--- config.mk ---
export PLATFORM = sky130hd
export DESIGN_NAME = joy_serial_reader
export DESIGN_NICKNAME = d
export VERILOG_FILES = /design/src/rtl/joy_serial_reader.sv
export SDC_FILE = /design/constraint.sdc
export NUM_CORES = 1
export LEC_CHECK = 0
export CELL_PAD_IN_SITES_DETAIL_PLACEMENT = 1
export CELL_PAD_IN_SITES_GLOBAL_PLACEMENT = 1
export CORE_ASPECT_RATIO = 0.75
export CORE_MARGIN = 3
export CORE_UTILIZATION = 46
export CTS_BUF_LIST = sky130_fd_sc_hd__clkbuf_8
export DETAILED_ROUTE_END_ITERATION = 12
export PLACE_DENSITY_LB_ADDON = 0.1
export SYNTH_ARGS = -nofsm -noshare
export SYNTH_HDL_FRONTEND = slang
export SYNTH_SLANG_ARGS = --single-unit
--- constraint.sdc ---
create_clock -name CLK25 -period 3.7 [get_ports CLK25]
set_clock_uncertainty 0.1 [all_clocks]
set_input_delay 0.925 -clock CLK25 [delete_from_list [all_inputs] [get_ports CLK25]]
set_output_delay 0.925 -clock CLK25 [all_outputs]
set_load 0.02 [all_outputs]
--- src/rtl/joy_serial_reader.sv ---
// Scans an external 74HC165-style shift-register chain.
// Each completed scan is presented as one parallel, active-high button word.
module joy_serial_reader #(
  parameter int unsigned CLK_DIV   = 64,
  parameter int unsigned NBITS     = 16,
  parameter int unsigned GAP_TICKS = 0,
  parameter int unsigned INVERT    = 1
) (
  input  logic             CLK25,
  input  logic             RESET,
  input  logic             joy_data,
  output logic             joy_clk,
  output logic             joy_load,
  output logic [NBITS-1:0] data_o,
  output logic             valid_o,
  output logic             changed_o
);

  localparam int unsigned PRE_W = $clog2(CLK_DIV);
  localparam int unsigned BIT_W = $clog2(NBITS);
  localparam int unsigned GAP_W = (GAP_TICKS > 0) ? $clog2(GAP_TICKS + 1) : 1;

  typedef enum logic [2:0] {
    IDLE, LOAD, LATCH, CLK_LO, CLK_HI, DONE, GAP
  } state_t;

  state_t             state_q, state_d;
  logic [PRE_W-1:0]   pre_q, pre_d;
  logic [BIT_W-1:0]   bit_q, bit_d;
  logic [GAP_W-1:0]   gap_q, gap_d;
  logic [NBITS-1:0]   shreg_q, shreg_d;
  logic [NBITS-1:0]   data_q, data_d;
  logic               meta_q, meta_d;
  logic               sync_q, sync_d;
  logic               joy_clk_q, joy_clk_d;
  logic               joy_load_q, joy_load_d;
  logic               valid_q, valid_d;
  logic               changed_q, changed_d;
  logic               tick_c;
  logic [NBITS-1:0]   word_c;

  assign tick_c = (pre_q == PRE_W'(CLK_DIV - 1));
  assign word_c = (INVERT != 0) ? ~shreg_q : shreg_q;

  // Next-state, datapath and output decode
  always_comb begin
    state_d    = state_q;
    pre_d      = tick_c ? '0 : pre_q + PRE_W'(1);
    bit_d      = bit_q;
    gap_d      = gap_q;
    shreg_d    = shreg_q;
    data_d     = data_q;
    meta_d     = joy_data;
    sync_d     = meta_q;
    valid_d    = 1'b0;
    changed_d  = 1'b0;

    case (state_q)
      IDLE:   if (tick_c) state_d = LOAD;
      LOAD:   if (tick_c) state_d = LATCH;
      LATCH: begin
        if (tick_c) begin
          bit_d   = '0;
          state_d = CLK_LO;
        end
      end
      CLK_LO: begin
        if (tick_c) begin
          shreg_d = {shreg_q[NBITS-2:0], sync_q};
          state_d = CLK_HI;
        end
      end
      CLK_HI: begin
        if (tick_c) begin
          if (bit_q == BIT_W'(NBITS - 1)) begin
            state_d = DONE;
          end else begin
            bit_d   = bit_q + BIT_W'(1);
            state_d = CLK_LO;
          end
        end
      end
      DONE: begin
        // Restart the prescaler so the following LOAD/GAP gets full ticks
        data_d    = word_c;
        valid_d   = 1'b1;
        changed_d = (word_c != data_q);
        pre_d     = '0;
        gap_d     = '0;
        state_d   = (GAP_TICKS > 0) ? GAP : LOAD;
      end
      GAP: begin
        if (tick_c) begin
          if (gap_q == GAP_W'(GAP_TICKS - 1)) begin
            gap_d   = '0;
            state_d = LOAD;
          end else begin
            gap_d = gap_q + GAP_W'(1);
          end
        end
      end
      default: state_d = IDLE;
    endcase

    joy_load_d = (state_d != LOAD);
    joy_clk_d  = (state_d == CLK_HI);
  end

  always_ff @(posedge CLK25 or posedge RESET) begin
    if (RESET) begin
      state_q    <= IDLE;
      pre_q      <= '0;
      bit_q      <= '0;
      gap_q      <= '0;
      shreg_q    <= '0;
      data_q     <= '0;
      meta_q     <= 1'b0;
      sync_q     <= 1'b0;
      joy_clk_q  <= 1'b0;
      joy_load_q <= 1'b1;
      valid_q    <= 1'b0;
      changed_q  <= 1'b0;
    end else begin
      state_q    <= state_d;
      pre_q      <= pre_d;
      bit_q      <= bit_d;
      gap_q      <= gap_d;
      shreg_q    <= shreg_d;
      data_q     <= data_d;
      meta_q     <= meta_d;
      sync_q     <= sync_d;
      joy_clk_q  <= joy_clk_d;
      joy_load_q <= joy_load_d;
      valid_q    <= valid_d;
      changed_q  <= changed_d;
    end
  end

  assign joy_clk   = joy_clk_q;
  assign joy_load  = joy_load_q;
  assign data_o    = data_q;
  assign valid_o   = valid_q;
  assign changed_o = changed_q;

endmodule
=== After elaboration in Yosys (flattened, before gate mapping) ===
Cells that the tools add are included.

* Bitwise operators: 1
* Reduce and logical (&&, ||, !) cells: 6
* Multiply operators: 0
* Add/sub/neg operators: 3
* Shift operators: 0
* Multiplexer cells: 20
* Eq/ne operators: 15
* Div/mod/pow operators: 0
* $lt $le $gt $ge: 0

{| class="wikitable"
|+ Operator list
! cell !! number
|-
| $mux W3 || 8
|-
| $pmux W3 S7 || 1
|-
| $ne A16 B16 Y1 || 1
|-
| $not A16 Y16 || 1
|-
| $eq A3 B3 Y1 const B || 4
|-
| $mux W4 || 3
|-
| $mux W6 || 2
|-
| $ne A2 B2 Y1 const B || 4
|-
| $pmux W4 S2 || 1
|-
| $add A6 B1 Y6 const B || 1
|-
| $eq A3 B2 Y1 const B || 2
|-
| $eq A6 B6 Y1 const B || 1
|-
| $add A4 B1 Y4 const B || 1
|-
| $eq A4 B4 Y1 const B || 1
|-
| $mux W1 || 4
|-
| $reduce_and A2 Y1 || 2
|-
| $reduce_and A4 Y1 || 1
|-
| $reduce_bool A2 Y1 || 2
|-
| $eq A3 B1 Y1 const B || 1
|-
| $logic_not A3 Y1 || 1
|-
| $ne A3 B1 Y1 const B || 1
|-
| $pmux W1 S2 || 1
|-
| $add A1 B1 Y1 const B || 1
|}

* Latch bits: 0
* Bits in read-only memories: 0
* Memories kept: 0
* Flip-flop bits (word level): 52
* RAM bits: 0
* Input bits: 3
* Logic and storage cells: 57

=== Longest topological paths before layout ===
* Depth after elaboration: 5
* Depth in mapped cells: 7
* Mapped depth without buffers: 5

=== Least setup slack after synthesis ===
No wires, ideal clock.

* Path kind: register to register
* Start point: reg pre_q[0]
* End point: reg shreg_q[0]
* Path slack: 1.980 ns
* Path buffers: 1
* Stages on the path, launching flop included: 7
* Arrival: 1.495 ns
* Path through: dfrtp_1 ha_1 nand3_4 nor3_4 nand2_4 buf_6 mux2_4

* Cells in the longest elaborated chain, start to end: 2

{| class="wikitable"
|+ RTL lines
! element !! line !! RTL
|-
| from (decl) || 28 || <nowiki>logic [PRE_W-1:0] pre_q, pre_d;</nowiki>
|-
| from (signal assigned) || 125 || <nowiki>pre_q <= pre_d;</nowiki>
|-
| $eq A6 B6 Y1 || 42 || <nowiki>assign tick_c = (pre_q == PRE_W'(CLK_DIV - 1));</nowiki>
|-
| $reduce_and A2 Y1 (no source line) || n/a ||
|-
| to (signal assigned) || 128 || <nowiki>shreg_q <= shreg_d;</nowiki>
|-
| to (decl) || 31 || <nowiki>logic [NBITS-1:0] shreg_q, shreg_d;</nowiki>
|}

No other way between the ends.
A chain may end at the register's enable or synchronous reset.

=== Worst setup path in the final report ===
* Start point: reg joy_load_q, in the netlist joy_load
* End point: out joy_load

{| class="wikitable"
|+ RTL lines
! element !! line !! RTL
|-
| from (decl) || 36 || <nowiki>logic joy_load_q, joy_load_d;</nowiki>
|-
| from (signal assigned) || 133 || <nowiki>joy_load_q <= joy_load_d;</nowiki>
|-
| to (decl) || 13 || <nowiki>output logic joy_load,</nowiki>
|}

No word-level cell between the ends.

==> results.json <==
{
  "pwr-share-comb_pct": 1.3,
  "crit_buf_inv": 1,
  "synth_seq_cells": 52,
  "final_antenna_net_count": 0,
  "arrival_ns": 1.42,
  "ys_top_cells_by_area": "dfrtp_1, xor2_1, mux2_4, mux2_2, nor2_1",
  "drive_above_1_share_pct": 14.8,
  "design_area_um2": 2760,
  "synth_top_flop_cell": "dfrtp_1",
  "die_h_um": 67.9,
  "synth_edf_count": 0,
  "power_density_nw_per_um2": 401,
  "grt_max_degree": 30,
  "antennaDiodeCount": 0,
  "p_sw_uw": 199,
  "grt_pass1_wl_um": 8780,
  "timing_hold_violations_final": 0,
  "grt_antenna_before_repair": 0,
  "yosysTopAreaCell": "dfrtp_1",
  "start_util_pct": 50.2,
  "clkSinkCount": 52,
  "seq_power_share_pct": 51.4,
  "reg2reg_from": "pre_q[0]$_DFF_PP0_",
  "whs_path_depth": 0,
  "cts_setup_buffers": 0,
  "worst-r2r-cell-count": 5,
  "ctsHtreeMaxLevel": 2,
  "hold_class": "reg -> reg",
  "yosysMostFrequentCell": "dfrtp_1",
  "fin_setup_tns_ns": 0,
  "crit_family": "buffers and inverters",
  "postPlaceCellArea_um2": 2600,
  "io-pin-count": 23,
  "syn_area_um2": 2350,
  "dpl.cell_count": 272,
  "holdWs_ns": 0.268,
  "numCtsBuffers": 5,
  "areaGrowthSynthToFinish_pct": 17.7,
  "maxSlewViolCount": 0,
  "critPathCaptureType": "output port",
  "cts_buffer_depth": 2,
  "die_w_um": 88.5,
  "maxSlewHeadroom_pct": 45.7,
  "ys_seq_area_share_pct": 55.5,
  "ctsResizeCount": 0,
  "max_freq_mhz": 408,
  "setup_violations": 0,
  "vias_per_cell": 5.73,
  "cp_max_fo": 1,
  "path_clk_slew_ns": 0.10,
  "yosys.area.top_type_share_pct": 54.4,
  "clockPowerShare_pct": 47.4,
  "synth_cell_types": 42,
  "critical_path_cell_count": 1,
  "synthArstFlopShare_pct": 100,
  "routedWlPerCell_um": 19.0,
  "worstHoldStart": "meta_q$_DFF_PP0_",
  "syn_inst": 200,
  "portBuffers": 22,
  "cap_violations": 0,
  "dp_slack_ns": 1.33,
  "power.leakage_nw": 1.36,
  "grt.total_usage_pct": 19.9,
  "period_share_pct": 66.2,
  "slowest_stage": "clkdlybuf4s50_1",
  "drtPass1Iterations": 5,
  "synth_fp_nets": 205,
  "min_to": "sync_q$_DFF_PP0_",
  "setup_ws_ns": 1.25,
  "period_minus_slack_ns": 2.45,
  "slowest_delay_ns": 0.59,
  "drt_wl_total_um": 5320,
  "rsz0062_at_grt": "no",
  "cp.required_ns": 2.67,
  "final_util_pct": 59.1,
  "clk_latency_ns": 0.31,
  "overflow": 0,
  "p_total_mw": 1.11,
  "cts_tree": "built",
  "synth_area_per_cell_um2": 11.7,
  "r2r-end": "bit_q[2]$_DFFE_PP0P_",
  "critPathKind": "reg -> out",
  "startpoint_type": "register",
  "worstPathCellList": "clkdlybuf4s50_1",
  "route.detailed.drc": 0,
  "core.rowCount": 21,
  "clock-root-buffer": "clkbuf_8",
  "hold_buffers": 0,
  "tightest_slew_ns": 0.812,
  "ir_worst_vdd_mv": 0.296,
  "switching_share_pct": 18.0,
  "internal-power_uw": 910,
  "vias": 1603,
  "die_area_um2": 6010,
  "ys_warn_count": 0,
  "synth_common_cells": "dfrtp_1, xor2_1, nor2_1",
  "gp_congestion": 0.844,
  "hpwl_um": 3690,
  "grt_pass1_vias": 1699,
  "status": "complete, no violations",
  "fin_nets": 227,
  "core_area_um2": 4680,
  "r2r_slack_ns": 1.27,
  "instances_no_fill": 280,
  "drt_iter0_drc": 61
}
worst max-delay path by stage:
stage / from / to
3_3_place_gp: RESET / data_o[11]$_DFFE_PP0N_
2_1_floorplan: RESET / bit_q[0]$_DFFE_PP0P_
6_report: joy_load$_DFF_PP1_ / joy_load
4_1_cts: joy_load$_DFF_PP1_ / joy_load
5_1_grt: pre_q[0]$_DFF_PP0_ / bit_q[2]$_DFFE_PP0P_
3_5_place_dp: pre_q[0]$_DFF_PP0_ / bit_q[2]$_DFFE_PP0P_
per-layer routing:
layer  track usage (%)  vias to the layer above  routed length [um]
li1                  -                      739                   -
met1              28.0                      827                2700
met2              31.3                       30                2390
met3              3.73                        7                 165
met4              6.79                        0                  68
met5                 0                        -                   0
cells in the final DEF, fill, tap and decap left out, types with 2 or more instances in the layout:
cell / instances
a21oi_1: 8
a31oi_1: 2
a32o_1: 2
buf_4: 2
bufinv_16: 3
clkbuf_8: 5
clkdlybuf4s50_1: 22
dfrtp_1: 51
ha_1: 2
inv_1: 6
mux2_2: 7
mux2_4: 10
mux2i_1: 2
nand2_1: 14
nand3_1: 8
nand4_1: 4
nor2_1: 15
nor2b_1: 2
nor3_1: 5
nor4_1: 2
o21ai_0: 10
xnor2_1: 2
xor2_1: 18
power groups by stage:
stage               logic (mW)  clock network, mW  registers [mW]
finish                  0.0140              0.525           0.569
global route            0.0165              0.559           0.570
CTS                     0.0149              0.535           0.569
detailed placement      0.0149                  0           0.581
global placement        0.0138                  0           0.580
floorplan              0.00833                  0           0.580
area by class of cell:
type	count	area [um2]
clock buffer	5	68.8
clock inverter	3	90.1
fill	481	1910
inverter	7	26.3
multi-input combinational	132	968
sequential	52	1300
tap	57	71.3
timing repair buffer	24	235
kinds of logic after synthesis:
logic type      synth area share [%]
flops                           55.5
simple gates                    12.9
xor+xnor                        7.46
mux                             10.6
buf+inv                         3.25
fa+ha+maj                       1.07
compound gates                  9.22
registers in the layout, indices dropped and copies added (netlist names):
name       flops
data_o        16
shreg_q       16
pre_q          6
bit_q          4
state_q        3
changed_o      1
gap_q          1
joy_clk        1
joy_load       1
meta_q         1
sync_q         1
valid_o        1
(Power assumes the default switching activity.)
